===== src/rtl/fir_sched_pkg.sv =====
// Shared types and constants for the FIR core scheduler.
package fir_sched_pkg;

  // Tap count of the FIR core; one reload always carries this many coefficients.
  localparam int NUM_COEF_DEFAULT = 4;

  // Index width for the default tap count.
  localparam int COEF_IDX_W = $clog2(NUM_COEF_DEFAULT);

  // Index width for an arbitrary tap count (never narrower than one bit).
  function automatic int coef_idx_width(input int n);
    return (n > 1) ? $clog2(n) : 1;
  endfunction

  // Scheduler states: one reload path (C_*) and one sample path (S_*).
  typedef enum logic [2:0] {
    ST_IDLE     = 3'd0,
    ST_C_ISSUE  = 3'd1,
    ST_C_ARM    = 3'd2,
    ST_C_WAIT   = 3'd3,
    ST_S_ISSUE1 = 3'd4,
    ST_S_ISSUE2 = 3'd5,
    ST_S_ARM    = 3'd6,
    ST_S_WAIT   = 3'd7
  } sched_state_e;

endpackage


===== src/rtl/fir_core_scheduler_if.sv =====
// Single-issue dr/lc handshake between the scheduler (master) and the FIR core (slave).
interface fir_core_if #(
  parameter int DATA_W = 16
);
  logic              dr;
  logic              lc;
  logic [DATA_W-1:0] fir_in;
  logic              modwait;
  logic              core_err;
  logic [DATA_W-1:0] core_out;

  modport master (
    output dr,
    output lc,
    output fir_in,
    input  modwait,
    input  core_err,
    input  core_out
  );

  modport slave (
    input  dr,
    input  lc,
    input  fir_in,
    output modwait,
    output core_err,
    output core_out
  );
endinterface


===== src/rtl/fir_core_scheduler_timeout_counter.sv =====
// Clear/enable cycle counter that flags (and wraps) on its LIMIT-th enabled cycle.
module sched_timeout_counter #(
  parameter int LIMIT = 32
) (
  input  logic clk,
  input  logic rst,
  input  logic clr,
  input  logic en,
  output logic rollover
);
  localparam int CW = $clog2(LIMIT + 1);

  logic [CW-1:0] count_q, count_d;

  assign rollover = en && (count_q == CW'(LIMIT - 1));

  // Clear has priority; otherwise count while enabled and wrap at the limit.
  always_comb begin
    count_d = count_q;
    if (clr) begin
      count_d = '0;
    end else if (en) begin
      count_d = rollover ? '0 : count_q + 1'b1;
    end
  end

  // Counter register.
  always_ff @(posedge clk) begin
    if (rst) begin
      count_q <= '0;
    end else begin
      count_q <= count_d;
    end
  end
endmodule


===== src/rtl/fir_core_scheduler.sv =====
// FIR core scheduler: serialises sample and coefficient-reload requests onto the
// core's dr/lc interface and enforces the modwait handshake.
// Optional watchdog: define FIR_SCHED_TIMEOUT_EN to abort ARM/WAIT states after
// TIMEOUT_CYCLES cycles (sets err_flag, restarts an interrupted reload from F0).
module fir_core_scheduler
  import fir_sched_pkg::*;
#(
  parameter int DATA_W         = 16,
  parameter int NUM_COEF       = NUM_COEF_DEFAULT,
  parameter int TIMEOUT_CYCLES = 32
) (
  input  logic                       clk,
  input  logic                       rst,
  input  logic                       sample_valid,
  input  logic [DATA_W-1:0]          sample_data,
  output logic                       sample_accept,
  input  logic                       new_coef_set,
  input  logic [NUM_COEF*DATA_W-1:0] fir_coef,
  output logic                       coef_busy,
  output logic                       coef_done,
  fir_core_if.master                 core,
  output logic                       result_valid,
  output logic [DATA_W-1:0]          result_data,
  output logic                       err_flag
);
  localparam int IDX_W = (NUM_COEF == NUM_COEF_DEFAULT) ? COEF_IDX_W : coef_idx_width(NUM_COEF);
  localparam logic [IDX_W-1:0] LAST_IDX = IDX_W'(NUM_COEF - 1);

  sched_state_e      state_q, state_d;
  logic [IDX_W-1:0]  idx_q, idx_d;
  logic [DATA_W-1:0] fir_in_q, fir_in_d;
  logic [DATA_W-1:0] result_q, result_d;
  logic              sample_accept_q, sample_accept_d;
  logic              coef_done_q, coef_done_d;
  logic              result_valid_q, result_valid_d;
  logic              err_q, err_d;
  logic              coef_req;
  logic              timeout_hit;

  logic [DATA_W-1:0] coef_word [NUM_COEF];

  for (genvar gi = 0; gi < NUM_COEF; gi++) begin : g_coef_word
    assign coef_word[gi] = fir_coef[gi*DATA_W +: DATA_W];
  end

  // A set that has just completed is not restarted while the slave is still
  // reacting to coef_done; this also guarantees an IDLE gap after a reload.
  assign coef_req = new_coef_set && !coef_done_q;

`ifdef FIR_SCHED_TIMEOUT_EN
  logic in_wait;

  assign in_wait = (state_q == ST_C_ARM) || (state_q == ST_C_WAIT) ||
                   (state_q == ST_S_ARM) || (state_q == ST_S_WAIT);

  sched_timeout_counter #(
    .LIMIT (TIMEOUT_CYCLES)
  ) u_watchdog (
    .clk      (clk),
    .rst      (rst),
    .clr      (!in_wait),
    .en       (in_wait),
    .rollover (timeout_hit)
  );
`else
  // Watchdog compiled out: ARM/WAIT states wait for modwait indefinitely.
  assign timeout_hit = 1'b0 && (TIMEOUT_CYCLES > 0);
`endif

  // Next-state, index, bus and pulse computation.
  always_comb begin
    state_d         = state_q;
    idx_d           = idx_q;
    fir_in_d        = fir_in_q;
    result_d        = result_q;
    err_d           = err_q;
    sample_accept_d = 1'b0;
    coef_done_d     = 1'b0;
    result_valid_d  = 1'b0;

    case (state_q)
      ST_IDLE: begin
        if (coef_req) begin
          state_d = ST_C_ISSUE;
        end else if (sample_valid) begin
          state_d         = ST_S_ISSUE1;
          sample_accept_d = 1'b1;
          fir_in_d        = sample_data;
        end
      end
      ST_C_ISSUE: state_d = ST_C_ARM;
      ST_C_ARM: begin
        if (core.modwait) state_d = ST_C_WAIT;
      end
      ST_C_WAIT: begin
        if (!core.modwait) begin
          if (idx_q == LAST_IDX) begin
            idx_d       = '0;
            coef_done_d = 1'b1;
            state_d     = ST_IDLE;
          end else begin
            idx_d   = idx_q + 1'b1;
            state_d = ST_C_ISSUE;
          end
        end
      end
      ST_S_ISSUE1: state_d = ST_S_ISSUE2;
      ST_S_ISSUE2: state_d = ST_S_ARM;
      ST_S_ARM: begin
        if (core.modwait) state_d = ST_S_WAIT;
      end
      ST_S_WAIT: begin
        if (!core.modwait) begin
          result_d       = core.core_out;
          result_valid_d = 1'b1;
          err_d          = core.core_err;
          state_d        = ST_IDLE;
        end
      end
      default: state_d = ST_IDLE;
    endcase

    // Watchdog abort: drop the operation, flag the error, rewind the reload.
    if (timeout_hit) begin
      state_d        = ST_IDLE;
      idx_d          = '0;
      err_d          = 1'b1;
      coef_done_d    = 1'b0;
      result_valid_d = 1'b0;
      result_d       = result_q;
    end

    // Present the coefficient on the bus for the lc cycle.
    if (state_d == ST_C_ISSUE) begin
      fir_in_d = coef_word[idx_d];
    end
  end

  // State and output registers.
  always_ff @(posedge clk) begin
    if (rst) begin
      state_q         <= ST_IDLE;
      idx_q           <= '0;
      fir_in_q        <= '0;
      result_q        <= '0;
      err_q           <= 1'b0;
      sample_accept_q <= 1'b0;
      coef_done_q     <= 1'b0;
      result_valid_q  <= 1'b0;
    end else begin
      state_q         <= state_d;
      idx_q           <= idx_d;
      fir_in_q        <= fir_in_d;
      result_q        <= result_d;
      err_q           <= err_d;
      sample_accept_q <= sample_accept_d;
      coef_done_q     <= coef_done_d;
      result_valid_q  <= result_valid_d;
    end
  end

  assign core.dr     = (state_q == ST_S_ISSUE1) || (state_q == ST_S_ISSUE2);
  assign core.lc     = (state_q == ST_C_ISSUE);
  assign core.fir_in = fir_in_q;
  assign coef_busy   = (state_q == ST_C_ISSUE) || (state_q == ST_C_ARM) || (state_q == ST_C_WAIT);
  assign coef_done     = coef_done_q;
  assign sample_accept = sample_accept_q;
  assign result_valid  = result_valid_q;
  assign result_data   = result_q;
  assign err_flag      = err_q;

endmodule


===== src/flat_wrapper.sv =====
// flat-port wrapper written by rule: the top's interface ports become plain ports
module fir_core_scheduler_flat import fir_sched_pkg::*;
#(
  parameter int DATA_W         = 16,
  parameter int NUM_COEF       = NUM_COEF_DEFAULT,
  parameter int TIMEOUT_CYCLES = 32
)
  (clk, rst, sample_valid, sample_data, sample_accept, new_coef_set, fir_coef, coef_busy, coef_done, result_valid, result_data, err_flag, core_dr, core_lc, core_fir_in, core_modwait, core_core_err, core_core_out);
  fir_core_if #(.DATA_W(DATA_W)) core_i ();
  input  logic clk;
  input  logic rst;
  input  logic sample_valid;
  input  logic [DATA_W-1:0] sample_data;
  output logic sample_accept;
  input  logic new_coef_set;
  input  logic [NUM_COEF*DATA_W-1:0] fir_coef;
  output logic coef_busy;
  output logic coef_done;
  output logic result_valid;
  output logic [DATA_W-1:0] result_data;
  output logic err_flag;
  output wire logic [$bits(core_i.dr)-1:0] core_dr;
  output wire logic [$bits(core_i.lc)-1:0] core_lc;
  output wire logic [$bits(core_i.fir_in)-1:0] core_fir_in;
  input wire logic [$bits(core_i.modwait)-1:0] core_modwait;
  input wire logic [$bits(core_i.core_err)-1:0] core_core_err;
  input wire logic [$bits(core_i.core_out)-1:0] core_core_out;
  assign core_dr = core_i.dr;
  assign core_lc = core_i.lc;
  assign core_fir_in = core_i.fir_in;
  assign core_i.modwait = core_modwait;
  assign core_i.core_err = core_core_err;
  assign core_i.core_out = core_core_out;
  fir_core_scheduler #(.DATA_W(DATA_W), .NUM_COEF(NUM_COEF), .TIMEOUT_CYCLES(TIMEOUT_CYCLES)) u_core (.clk(clk), .rst(rst), .sample_valid(sample_valid), .sample_data(sample_data), .sample_accept(sample_accept), .new_coef_set(new_coef_set), .fir_coef(fir_coef), .coef_busy(coef_busy), .coef_done(coef_done), .core(core_i), .result_valid(result_valid), .result_data(result_data), .err_flag(err_flag));
endmodule

===== config.mk =====
export PLATFORM = sky130hd
export DESIGN_NAME = fir_core_scheduler_flat
export DESIGN_NICKNAME = d
export VERILOG_FILES = /design/src/rtl/fir_sched_pkg.sv /design/src/rtl/fir_core_scheduler_if.sv /design/src/rtl/fir_core_scheduler_timeout_counter.sv /design/src/rtl/fir_core_scheduler.sv /design/src/flat_wrapper.sv
export SDC_FILE = /design/constraint.sdc
export NUM_CORES = 1
export LEC_CHECK = 0
export CORE_MARGIN = 1
export CORE_UTILIZATION = 44
export DETAILED_ROUTE_END_ITERATION = 12
export GPL_ROUTABILITY_DRIVEN = 1
export HOLD_SLACK_MARGIN = 0.12
export PLACE_DENSITY_LB_ADDON = 0.12
export SYNTH_ARGS = -nofsm -noshare
export SYNTH_HDL_FRONTEND = slang
export SYNTH_SLANG_ARGS = --single-unit

===== constraint.sdc =====
create_clock -name clk -period 4.42 [get_ports clk]
set_clock_uncertainty 0.2 [all_clocks]
set_input_delay 0.663 -clock clk [delete_from_list [all_inputs] [get_ports clk]]
set_output_delay 0.663 -clock clk [all_outputs]
set_load 0.005 [all_outputs]

==> out/qor.yml <==
nNetsFinal: 592
post_synth_edffs: 0
grt_usage_pct: 25.7
depth_of_the_most_critical_reg_to_reg_path: 6
outcome: "completed"
clk_root_buffer_cell: "sky130_fd_sc_hd__clkbuf_8"
route.final.wire_length_um: 8900
whs_endpoint: "u_core.err_flag$_SDFFE_PP0P_"
io-pin-count: 141
detailed_route_vias_per_instance: 5.75
cp.arrival_ns: 3.40
overflow: 0
synth-async-reset-ratio_pct: 0
preCtsSetupSlack_ns: 0.793
synth.largest_area_cell: "sky130_fd_sc_hd__dfxtp_1"
highest_achievable_clock_rate_ghz: 0.297
p_total_uw: 1080
vdd_drop_max_uv: 187
post-dp-hpwl_um: 6330
ctsLongestPathBuffers: 2
first_pass_iters: 6
critical_path.endpoint_type: "register"
fin_setup_tns_ns: 0
floorplan.die.height_um: 82.2
synth_top_cells_by_count: "sky130_fd_sc_hd__nand2_1, sky130_fd_sc_hd__dfxtp_1, sky130_fd_sc_hd__a21oi_1"
vias: 3246
worst_setup_hold_path_clk_slew_ns: 0.09
total_leakage_power_uw: 0.00169
synth_top_family_by_area: "compound AO/OA/AOI/OAI gates"
synth_xor_area_share_pct: 0
yosys.cell_count.top_type: "sky130_fd_sc_hd__nand2_1"
first_iter_violations: 130
finalSetupViolations: 0
antenna_violations_before_repair: 0
synthesis.yosys.warnings: 0
port_buffers: 140
mapped_nets: 477
cts_tree: "done"
drcViolationCount: 0
flow.area_growth_from_synthesis_pct: 52.8
reg_to_reg_slack_setup_ns: 1.48
yosys.area_share.simple_pct: 22.8
antenna_left: 0
timing_hold_violations_final: 0
wl_per_cell_um: 15.8
worstMarginPinSlew_ns: 1.09
synth_compound_gate_area_share_pct: 30.2
holdCritStartpoint: "u_core.err_flag$_SDFFE_PP0P_"
synth_largest_type_area_fraction_pct: 29.0
cts.repair.resized: 0
netlist_top_cells_area: "sky130_fd_sc_hd__dfxtp_1, sky130_fd_sc_hd__mux2i_1, sky130_fd_sc_hd__nand2_1"
clk_latency_ns: 0.30
tritoncts_sinks: 41
netlist_area_um2: 2830
placedCellCount: 557
die-width_um: 82.2
place_area_um2: 4210
h-tree-depth: 2
ys_seq_area_share_pct: 29.0
regToRegEndpoint: "u_core.core.fir_in[2]$_SDFFE_PP0P_"
grt_first_pass_wirelength_um: 13300
final_cell_area_um2: 4330
full_die_area_um2: 6760
final.fill_count: 494
worstPathRequired_ns: 4.45
critical_path_peak_fanout: 21
hold_path_depth: 2
worstSetupStartpointType: "input port"
antenna_cells: 0
yosys.cell_types.count: 31
drv_cap: 0
postSynthAreaPerCell_um2: 7.57
worstSetupPathType: "in -> reg"
layout_setup_ws_ns: 1.05
pin_count_of_the_biggest_net_entering_global_routing: 83
post_synth_mux_area_share_pct: 11.7
first_global_vias: 2864
rows: 28
timing.hold.worst.class: "reg -> reg"
finalCriticalPeriod_ns: 3.37
slew_headroom_pct: 26.9
hold_buf_cts: 0
post_synth_inst_count: 374
unrepaired_setup_endpoints_after_global_routing: "false"
synth.ff_latch_count: 41
finalCritPeriodShare_pct: 76.2
cts_buffers: 5
globalplace.congestion: 0.799
synth_adder_area_share_pct: 0.442
initial_core_util_pct: 46.7
ys_dominant_reg_cell: "sky130_fd_sc_hd__dfxtp_1"
power_per_cell_area_nw_per_um2: 249
placeableCoreArea_um2: 6060
drive_above_1_share_pct: 5.71
post-cts-setup-buffers: 0
finalMaxSlewViolations: 0
start_of_the_worst_register_to_register_path: "u_core.state_q[2]$_SDFF_PP0_"
finish.cell_count_without_fillers: 565
==> worst max-delay path by stage <==
stage                       startpoint                             endpoint  slack (ns)  cells after the start
after global routing      core_modwait   u_core.core.fir_in[5]$_SDFFE_PP0P_        0.90                      6
after detailed placement  core_modwait   u_core.core.fir_in[2]$_SDFFE_PP0P_        0.79                      7
after global placement    core_modwait   u_core.core.fir_in[2]$_SDFFE_PP0P_        0.85                      7
after floorplan           core_modwait  u_core.core.fir_in[10]$_SDFFE_PP0P_        2.06                      8
after CTS                 core_modwait   u_core.core.fir_in[2]$_SDFFE_PP0P_        1.10                      7
final                     core_modwait   u_core.core.fir_in[2]$_SDFFE_PP0P_        1.05                      7
==> report_power, final <==
group          switching (uW)  internal [uW]
logic                     136            199
registers                21.2            398
clock network             141            184
==> registers in the layout (all words and copies together), names as in the netlist <==
| signal | count |
|---|---|
| u_core.result_data | 16 |
| u_core.sample_accept | 1 |
| u_core.err_flag | 1 |
| u_core.idx_q | 2 |
| u_core.state_q | 3 |
| u_core.coef_done | 1 |
| u_core.result_valid | 1 |
| u_core.core.fir_in | 16 |
==> stage by stage <==
stage | utilization, % | hold slack, ns
2_1_floorplan | - | 0.253
3_3_place_gp | 69.4 | 0.241
3_5_place_dp | 69.4 | 0.246
4_1_cts | 71.4 | 0.258
5_1_grt | 71.4 | 0.276
6_report | 71.4 | 0.255
==> layout make-up <==
| class | count | area [um2] | share of cell area (%) |
|---|---|---|---|
| sequential | 41 | 822 | 19.0 |
| multi-input combinational | 296 | 1850 | 42.8 |
| timing repair buffer | 145 | 1440 | 33.3 |
| tap | 75 | 93.8 | 2.17 |
| clock buffer | 6 | 82.6 | 1.91 |
| clock inverter | 2 | 37.5 | 0.868 |
==> placed cells by master, fill, tap and decap left out, drive strengths merged, types with 2 or more instances in the layout <==
cell and count:
nand2 70, dfxtp 41, nor2 26, clkbuf 6
a21boi 15, nor2b 3, a21oi 36, a21o 2
a2111o 15, buf 5, mux2i 32, o211ai 16
nand2b 2, o21ai 17, clkdlybuf4s50 140, o21a 15
nor3b 3, or3 3, nor3 33
==> layer usage <==
layer  vias to the layer above  part of all wire [%]  GRT usage (%)
li1                       1577                     -              -
met1                      1506                    42           31.3
met2                       144                    49           44.6
met3                        19                   6.7           4.18
met4                         0                   2.3           10.4
met5                         -                     0              0
==> cells by family (layout without fill, tap and decap cells) <==
group                      Yosys count  count (layout)
and+or+nand+nor                    145             145
muxes                               33              33
adders and majority gates            1               1
buffers and inverters               37             153
DFF                                 41              41
AOI/OAI and AO/OA                  117             117
==> worst max-delay path, cell delays in order <==
cell and delay, ns:
sky130_fd_sc_hd__clkdlybuf4s50_1 0.47, sky130_fd_sc_hd__nand4bb_2 0.67, sky130_fd_sc_hd__nor2_2 0.65, sky130_fd_sc_hd__buf_4 0.36, sky130_fd_sc_hd__nor3_1 0.08, sky130_fd_sc_hd__a2111o_1 0.42
sky130_fd_sc_hd__o211ai_2 0.07
(Power assumes the default switching activity.)
